File: config.mk
export PLATFORM = sky130hd
export DESIGN_NAME = pipo_share_arbiter
export DESIGN_NICKNAME = d
export VERILOG_FILES = /design/src/rtl/pipo_share_arbiter.sv
export SDC_FILE = /design/constraint.sdc
export NUM_CORES = 1
export LEC_CHECK = 0
export BUFFER_PORTS_ARGS = -buffer_cell sky130_fd_sc_hd__buf_4
export CORE_ASPECT_RATIO = 0.8
export CORE_UTILIZATION = 50
export CTS_CLUSTER_DIAMETER = 200
export DETAILED_ROUTE_END_ITERATION = 7
export PLACE_DENSITY = 0.83
export SYNTH_ARGS = -nofsm -noshare
export SYNTH_HDL_FRONTEND = slang
export SYNTH_SLANG_ARGS = --single-unit
File: constraint.sdc
create_clock -name clk -period 2.9 [get_ports clk]
set_input_delay 0.58 -clock clk [delete_from_list [all_inputs] [get_ports clk]]
set_output_delay 0.58 -clock clk [all_outputs]
set_load 0.01 [all_outputs]
File: src/rtl/pipo_share_arbiter.sv
`default_nettype none
// +------------------------------------------------------------------------+
// | pipo_share_arbiter: round-robin grant and load sequencer for a shared  |
// | PIPO register; grant is held HOLD cycles, then one idle gap.           |
// | Revision: 1.0                                                          |
// +------------------------------------------------------------------------+
module pipo_share_arbiter #(
    parameter int N    = 4,
    parameter int W    = 4,
    parameter int HOLD = 2
) (
    input  logic                 clk,
    input  logic                 rst,
    input  logic [N-1:0]         req,
    input  logic [N*W-1:0]       req_data,
    output logic [N-1:0]         gnt,
    output logic                 load,
    output logic [W-1:0]         q,
    output logic                 q_valid,
    output logic [$clog2(N)-1:0] owner,
    output logic                 busy
);

    localparam int IW = $clog2(N);
    localparam int CW = (HOLD > 1) ? $clog2(HOLD) : 1;

    localparam logic [0:0] ST_IDLE = 1'b0;
    localparam logic [0:0] ST_HOLD = 1'b1;

    logic [0:0]    state_q, state_d;
    logic [IW-1:0] ptr_q, ptr_d;
    logic [CW-1:0] cnt_q, cnt_d;
    logic [N-1:0]  gnt_q, gnt_d;
    logic          load_q, load_d;
    logic [W-1:0]  q_q, q_d;
    logic          q_valid_q, q_valid_d;
    logic [IW-1:0] owner_q, owner_d;
    logic          busy_q, busy_d;

    logic          win_found;
    logic [IW-1:0] win_idx;

    // Scan from the highest offset down so the lowest offset from ptr wins.
    always_comb begin
        win_found = 1'b0;
        win_idx   = '0;
        for (int k = N - 1; k >= 0; k--) begin
            if (req[(int'(ptr_q) + k) % N]) begin
                win_found = 1'b1;
                win_idx   = IW'((int'(ptr_q) + k) % N);
            end
        end
    end

    always_comb begin
        state_d   = state_q;
        ptr_d     = ptr_q;
        cnt_d     = cnt_q;
        gnt_d     = gnt_q;
        load_d    = 1'b0;
        q_d       = q_q;
        q_valid_d = q_valid_q;
        owner_d   = owner_q;
        busy_d    = busy_q;
        case (state_q)
            ST_IDLE: begin
                if (win_found) begin
                    state_d   = ST_HOLD;
                    gnt_d     = N'(1) << win_idx;
                    owner_d   = win_idx;
                    q_d       = req_data[int'(win_idx)*W +: W];
                    load_d    = 1'b1;
                    q_valid_d = 1'b1;
                    busy_d    = 1'b1;
                    cnt_d     = CW'(HOLD - 1);
                end
            end
            ST_HOLD: begin
                if (cnt_q == '0) begin
                    state_d = ST_IDLE;
                    gnt_d   = '0;
                    busy_d  = 1'b0;
                    ptr_d   = (owner_q == IW'(N - 1)) ? '0 : owner_q + 1'b1;
                end else begin
                    cnt_d = cnt_q - 1'b1;
                end
            end
            default: state_d = ST_IDLE;
        endcase
    end

    always_ff @(posedge clk or negedge rst) begin
        if (!rst) begin
            state_q   <= ST_IDLE;
            ptr_q     <= '0;
            cnt_q     <= '0;
            gnt_q     <= '0;
            load_q    <= 1'b0;
            q_q       <= '0;
            q_valid_q <= 1'b0;
            owner_q   <= '0;
            busy_q    <= 1'b0;
        end else begin
            state_q   <= state_d;
            ptr_q     <= ptr_d;
            cnt_q     <= cnt_d;
            gnt_q     <= gnt_d;
            load_q    <= load_d;
            q_q       <= q_d;
            q_valid_q <= q_valid_d;
            owner_q   <= owner_d;
            busy_q    <= busy_d;
        end
    end

    assign gnt     = gnt_q;
    assign load    = load_q;
    assign q       = q_q;
    assign q_valid = q_valid_q;
    assign owner   = owner_q;
    assign busy    = busy_q;

endmodule
`default_nettype wire
[Word level (Yosys, flattened, before mapping)]
Cells that the tools add are included.
Word-level totals
  output and inout port bits: 13
  bits of input ports: 22
  word-level logic and storage cells: 66
  register bits after elaboration: 17
Operators by class
  equal/unequal tests: 3
  $lt $le $gt $ge: 4
  add/sub/neg operators: 5
  shift operators: 2
  reductions and logical operators: 6
  multiplexer cells: 32
  bitwise operators: 5
Operator list (count)
  $mux 1: 17
  $shiftx 16x5->4: 1
  $lt 3x4->1 const B: 3
  $mux 2: 5
  $bmux 1 s2: 4
  $mux 4: 2
  $pmux 4 s2: 1
  $pmux 1 s2: 3
  $reduce_and 2->1: 3
  $reduce_or 2->1: 3
  $add 2x1->2 const B: 2
  $add 2x2->2 const B: 2
  $ne 2x2->1 const B: 2
  $shl 1x2->4 const A: 1
  $and 1x1->1 const A: 3
  $lt 2x3->1 const B: 1
  $eq 2x2->1 const B: 1
  $not 1->1: 2
  $sub 1x1->1 const B: 1

[Longest topological paths before layout]
Gate-level depths: netlist of run 1.
  word-level depth: 13
  gate-level depth with buffers: 5
  depth with buffers taken out: 5

[Worst setup path before layout of run 1]
Ideal clock, no wire load.
  path kind: input port to flip-flop
  from: in req[1]
  to: reg gnt_q[0], in the netlist gnt[0]
  data required time: 2.778 ns
  setup slack: 1.265 ns
  setup time: 0.122 ns
  cell stages on the path: 4
  data arrival time: 1.513 ns
  cells stage by stage: or4_4 -> nand2b_4 -> a21oi_2 -> a32o_1
Between the ends
  word-level cells in the longest chain between the ends: 10
  elaborated cells between the ends (all ways): 24
  classes of those cells: eq/ne (1); shift (1); mux (21); reduce/logical (1)
Ends and longest elaborated chain
  start, declared: line 14  | input logic [N-1:0] req,
  $bmux 1 s2: line 48  | if (req[(int'(ptr_q) + k) % N]) begin
  $mux 1 (not written as such) (2 in a row): line 48
  $mux 2 (4 in a row): line 48
  $shl 1x2->4: line 69  | gnt_d = N'(1) << win_idx;
  $mux 4: line 67  | if (win_found) begin
  $pmux 4 s2: line 65  | case (state_q)
  end signal, assigned: line 107  | gnt_q <= gnt_d;
  end, declared: line 33  | logic [N-1:0] gnt_q, gnt_d;
Parallel ways exist; a longest one is shown, timed or not. The select of a mux whose other input is x is not followed.
A chain may end at the register's enable or synchronous reset.

[Worst setup path after layout of run 1]
  from: in req[1]
  to: reg q_q[1], in the netlist q[1]
Between the ends
  word-level cells in the longest chain between the ends: 8
  elaborated cells between the ends (all ways): 21
  classes of those cells: shift (1); mux (19); reduce/logical (1)
Ends and longest elaborated chain
  $bmux 1 s2: line 48
  $mux 1 (not written as such) (2 in a row): line 48
  $mux 2 or $mux 1 (tied branches) (4 in a row): line 48
  $shiftx 16x5->4 or $reduce_and 2->1 (tied branches)
  end signal, assigned: line 109  | q_q <= q_d;
  end, declared: line 35  | logic [W-1:0] q_q, q_d;
Parallel ways exist; a longest one is shown, timed or not. The select of a mux whose other input is x is not followed.

==> flow_metrics.env, run 1 <==
export IMPL_final_setup_tns_ns=0
export IMPL_remaining_drc_errors=0
export IMPL_intPower_uw=658
export IMPL_p_per_area_nw_per_um2=919
export IMPL_clk_path_buf_depth=2
export IMPL_period_share_pct=55.4
export IMPL_yosysWarnings=0
export IMPL_cts_buffers=3
export IMPL_yosys_area_top_type="dfrtp_1"
export IMPL_syn_nets=105
export IMPL_sequentialPowerShare_pct=38.7
export IMPL_antenna_found_initial=0
export IMPL_ir_worst_vdd_mv=0.528
export IMPL_path_clk_slew_ns=0.09
export IMPL_start_util_pct=53.7
export IMPL_rsz0062_at_grt="false"
export IMPL_ff2ff_setup_slack_ns=1.34
export IMPL_hold_class="in -> async"
export IMPL_synth_top_area_share_pct=48.7
export IMPL_worstMarginPinSlew_ns=0.361
export IMPL_routed_wl_um=1780
export IMPL_final_cells=140
export IMPL_grt_pass1_vias=626
export IMPL_syn_area_um2=873
export IMPL_vias_per_cell=5.37
export IMPL_gp_congestion=0.780
export IMPL_slew_viol_final=0
export IMPL_synth_seq_area_share_pct=48.7
export IMPL_ant_nets=0
export IMPL_synthCells=82
export IMPL_cp_max_fo=15
export IMPL_grtUsageTotal_pct=21.1
export IMPL_pre_cts_ws_ns=0.974
export IMPL_tritoncts="yes"
export IMPL_core_um2=1630
export IMPL_switching_share_pct=38.7
export IMPL_critPathLaunchType="input pin"
export IMPL_max_cap_violations=0
export IMPL_dieArea_um2=1920
export IMPL_insertion_delay_ns=0.29
export IMPL_die_h_um=39.4
export IMPL_ys_ff_latch=17
export IMPL_dp_cells=136
export IMPL_fmax_ghz=0.622
export IMPL_postCtsSetupBuffers=0
export IMPL_layout_setup_ws_ns=1.29
export IMPL_drive_gt1_share_pct=40.7
export IMPL_finalCriticalPeriod_ns=1.61
export IMPL_synth_edf_count=0
export IMPL_drtPass1Iterations=4
export IMPL_arrival_ns=1.78
export IMPL_relSlewSlack_pct=76.0
export IMPL_route_detailed_wl_per_inst_um=12.7
export IMPL_worstSetupEndpointType="flip-flop"
export IMPL_avgSynthCellArea_um2=10.7
export IMPL_die_width_um=48.7
export IMPL_fin_nets=142
export IMPL_grt_pass1_wl_um=2880
export IMPL_comb_power_share_pct=49.8
export IMPL_power_frac_clock_pct=11.5
export IMPL_hold_slack_ns=0.134
export IMPL_p_sw_uw=416
export IMPL_synth_cell_type_count=31
export IMPL_synth_area_leaders="dfrtp_1, nand2_1, mux2i_1, o21ai_0, a21boi_0"
export IMPL_placementRows=13
export IMPL_cts_resized=0
export IMPL_async_flop_share_pct=100
export IMPL_fin_skew_ns=0.000500
export IMPL_area_delta_synth_final_pct=33.7
export IMPL_clockRootBuffer="clkbuf_4"
export IMPL_drt_iter0_drc=16
export IMPL_cts_hold_fix_buffers=0
export IMPL_post_dp_hpwl_um=1360
export IMPL_setup_viol_count_final=0
export IMPL_num_vias=752
export IMPL_synth_ff_type="dfrtp_1"
export IMPL_port_buffers=34
export IMPL_cts_htree_levels=1
export IMPL_path_class="in -> reg"
export IMPL_n_antenna_cell=0
export IMPL_ios=35
export IMPL_hold_viol=0
export IMPL_critPathRequiredTime_ns=3.07
export IMPL_status="completed"
export IMPL_clock_sinks=17
export IMPL_grt_start_max_net_pins=18
export IMPL_leakage_uw=0.000582
export IMPL_grt_ovfl_total=0
routing by layer:
layer	track usage, %	up-vias	part of all wire [%]
li1	-	371	-
met1	27.4	350	44
met2	34.4	28	47
met3	6.20	3	7.9
met4	6.62	0	0.56
met5	0	-	0
per-stage QoR:
| stage | area, µm² | utilization (%) | power, µW |
|---|---|---|---|
| 6_report | 1170 | 71.8 | 1070 |
| 2_1_floorplan | 873 | - | 761 |
| 5_1_grt | 1170 | 71.8 | 1160 |
| 3_5_place_dp | 1140 | 70.1 | 961 |
| 3_3_place_gp | 1140 | 70.1 | 948 |
| 4_1_cts | 1170 | 71.8 | 1090 |
flip-flops by register name, indices dropped and copies added (netlist names):
name     cells
gnt          4
q            4
owner        2
ptr_q        2
busy         1
cnt_q        1
load         1
q_valid      1
state_q      1
cell usage in the layout (no fill, tap or decap), types with 2 or more instances in the layout:
cell      count
buf_4        34
mux2i_1       4
nand3_1       2
dfrtp_1      17
clkbuf_4      3
nand2_1      11
a21boi_0      4
o211ai_1      4
a32o_1        2
o21ai_0       7
or2_2         2
nor2_1        2
nand2b_1      4
and3_1        4
power by group through the flow:
stage                     logic, µW  registers [µW]  clock network, µW
final                           534             415                123
after global placement          528             420                  0
after floorplan                 315             446                  0
after CTS                       542             415                128
after global routing            593             430                141
after detailed placement        541             419                  0
cells by family after synthesis:
kind of cell	after synthesis	share of synthesized area (%)
and+or+nand+nor	32	21.1
AOI/OAI and AO/OA	23	20.2
DFF	17	48.7
muxes	5	5.87
buffers and inverters	4	2.72
adders and majority gates	1	1.43
cell type report:
type,count,area [µm²]
Inverter,2,7.51
Tap cell,22,27.5
Clock buffer,3,22.5
Sequential cell,17,425
Multi-Input combinational cell,61,424
Fill cell,137,459
Clock inverter,1,5.00
Timing Repair Buffer,34,255
cells in the mapped netlist, types with 2 or more instances:
| library cell | n |
|---|---|
| o21ai_0 | 7 |
| o211ai_1 | 4 |
| and3_1 | 4 |
| nand2b_1 | 4 |
| or2_2 | 2 |
| nor2_1 | 2 |
| a32o_1 | 2 |
| nand3_1 | 2 |
| dfrtp_1 | 17 |
| nand2_1 | 11 |
| a21boi_0 | 4 |
| mux2i_1 | 4 |
worst max-delay path: stages:
cell and delay (ns):
buf_4 0.12, or4_4 0.56, nand2b_4 0.19, a21oi_2 0.09
o21ai_0 0.12, o211ai_1 0.12
worst paths after layout:
check / start / to / cells after the start
max: req[1] / q[1] / 6
min: rst / cnt_q / 1
max reg2reg: ptr_q[1] / q[0] / 5
min reg2reg: q_valid / q_valid / 1
max in group asynchronous: rst / q[2] / 1
min in group clk: q_valid / q_valid / 1
No activity file was read; power rests on OpenSTA's default activity.
==> run 2: changes to the inputs <==
- CORE_UTILIZATION: 50 -> 42
- PLACE_DENSITY: 0.83 -> 0.75
- clock period: 2.9 -> 1.45 ns (I/O delays scaled with it)
==> flow_metrics.env, run 2 (synthesis gave the netlist of run 1 again) <==
export IMPL_status="finished, violations left"
export IMPL_failed_checks="negative setup slack"
export IMPL_hold_class="in -> reg"
export IMPL_slew_viol_final=0
export IMPL_drive_gt1_share_pct=48.8
export IMPL_seqCellArea_um2=427
export IMPL_max_cap_violations=0
export IMPL_ff2ff_setup_slack_ns=-0.04
export IMPL_endpoint="q[3]"
export IMPL_post_dp_hpwl_um=1570
export IMPL_grt_pass1_vias=807
export IMPL_setup_viol_count_final=4
export IMPL_cts_htree_levels=1
export IMPL_num_vias=825
export IMPL_worstSetupEndpointType="flip-flop"
export IMPL_gp_congestion=0.758
export IMPL_final_cell_area_um2=1290
export IMPL_clock_sinks=17
export IMPL_dpl_cell_area_um2=1200
export IMPL_worstReg2RegEnd="q[3]"
export IMPL_cts_buffers=3
export IMPL_worstMarginPinSlew_ns=0.341
export IMPL_layout_common_cells="buf_4, dfrtp_1, nand2_1"
export IMPL_final_cells=153
export IMPL_drt_iter0_drc=9
export IMPL_clk_path_buf_depth=2
export IMPL_slowest_delay_ns=0.45
export IMPL_area_delta_synth_final_pct=47.6
export IMPL_leakage_uw=0.000638
export IMPL_fmax_ghz=0.671
export IMPL_die_width_um=53.0
export IMPL_rsz0062_at_grt="true"
export IMPL_fin_nets=153
export IMPL_path_clk_slew_ns=0.11
export IMPL_dieArea_um2=2270
export IMPL_insertion_delay_ns=0.29
export IMPL_ir_worst_vdd_mv=1.01
export IMPL_arrival_ns=1.67
export IMPL_cpMaxStageDelayCell="dfrtp_2"
export IMPL_dp_cells=146
export IMPL_clockRootBuffer="clkbuf_4"
export IMPL_path_class="reg -> reg"
export IMPL_grt_start_max_net_pins=18
export IMPL_drtPass1Iterations=4
export IMPL_n_antenna_cell=0
export IMPL_core_um2=1930
export IMPL_relSlewSlack_pct=77.3
export IMPL_p_per_area_nw_per_um2=1870
export IMPL_vias_per_cell=5.39
export IMPL_startpoint="ptr_q[1]"
export IMPL_period_share_pct=103
export IMPL_layout_setup_ws_ns=-0.0403
export IMPL_route_detailed_wl_per_inst_um=14.6
export IMPL_critPathLaunchType="flip-flop"
export IMPL_grtUsageTotal_pct=22.4
export IMPL_grt_pass1_wl_um=3610
export IMPL_utilization_pct=66.9
export IMPL_multi_input_area_um2=464
export IMPL_tritoncts="yes"
export IMPL_port_buffers=34
export IMPL_path_cells="and3b_2 -> a31oi_4 -> nand2_4 -> mux2i_1 -> o211ai_1"
export IMPL_fin_skew_ns=0.00264
export IMPL_hold_viol=0
export IMPL_pre_cts_ws_ns=-0.147
export IMPL_grt_ovfl_total=0
export IMPL_routed_wl_um=2230
export IMPL_critPathRequiredTime_ns=1.63
export IMPL_finalCriticalPeriod_ns=1.49
export IMPL_ant_nets=0
export IMPL_rr_startpoint="ptr_q[1]"
export IMPL_remaining_drc_errors=0
export IMPL_cp_max_fo=7
export IMPL_placementRows=14
export IMPL_start_util_pct=45.3
export IMPL_final_common_cell="buf_4"
export IMPL_die_h_um=42.8
export IMPL_antenna_found_initial=0
export IMPL_r2r_cells=5
export IMPL_ios=35
export IMPL_num_fill_cells=170
==> run 2: power breakdown <==
part           switching, µW  total [µW]  internal [µW]
combinational            634        1290            655
clock                    160         263            103
sequential               162         854            692
==> run 2: worst max-delay path, delay by kind of cell, from the launching register on <==
kind,cells,cell delay [ns]
AOI/OAI and AO/OA,2,0.36
DFF,1,0.45
muxes,1,0.18
and+or+nand+nor,2,0.38
==> run 2: timing repair <==
action                                 in CTS  in global routing
gates resized for setup                     9                  2
pin swaps                                   4                  0
hold buffers                                1                  0
cloned                                      1                  0
setup buffers                               1                  0
setup endpoints to repair                   8                  6
endpoints found under the hold margin      17                  0
==> run 2: how the worst min path moves through the flow <==
stage | to | from | cells after the start
3_3_place_gp | state_q | rst | 1
6_report | q[1] | req_data[13] | 3
5_1_grt | q[0] | req_data[12] | 3
3_5_place_dp | state_q | rst | 1
2_1_floorplan | busy | rst | 0
4_1_cts | q[1] | req_data[13] | 3
==> run 2: final cells by class <==
type	count	share of cell area, %
flip-flops and latches	17	33.1
well taps	24	2.33
clock inverters	1	0.388
inverters	2	0.583
repair buffers	44	25.8
clock buffers	3	1.75
multi-input cells	62	36.0
==> run 2: through the flow <==
stage	setup TNS [ns]	power [µW]	hold slack [ns]
final	-0.104	2410	0.310
after floorplan	0	1520	-0.00559
after detailed placement	-0.721	2040	0.164
after CTS	-0.0327	2410	0.303
after global routing	-0.372	2580	0.311
after global placement	-0.418	1990	0.160
==> run 2: per-layer routing <==
layer	share of wire (%)	wire [µm]	vias up	global-route usage, %
met5	0	0	-	0
met4	0.63	14	0	6.32
met3	5.3	119	2	4.66
met2	49	1090	32	38.5
met1	45	1020	397	28.0
li1	-	-	394	-
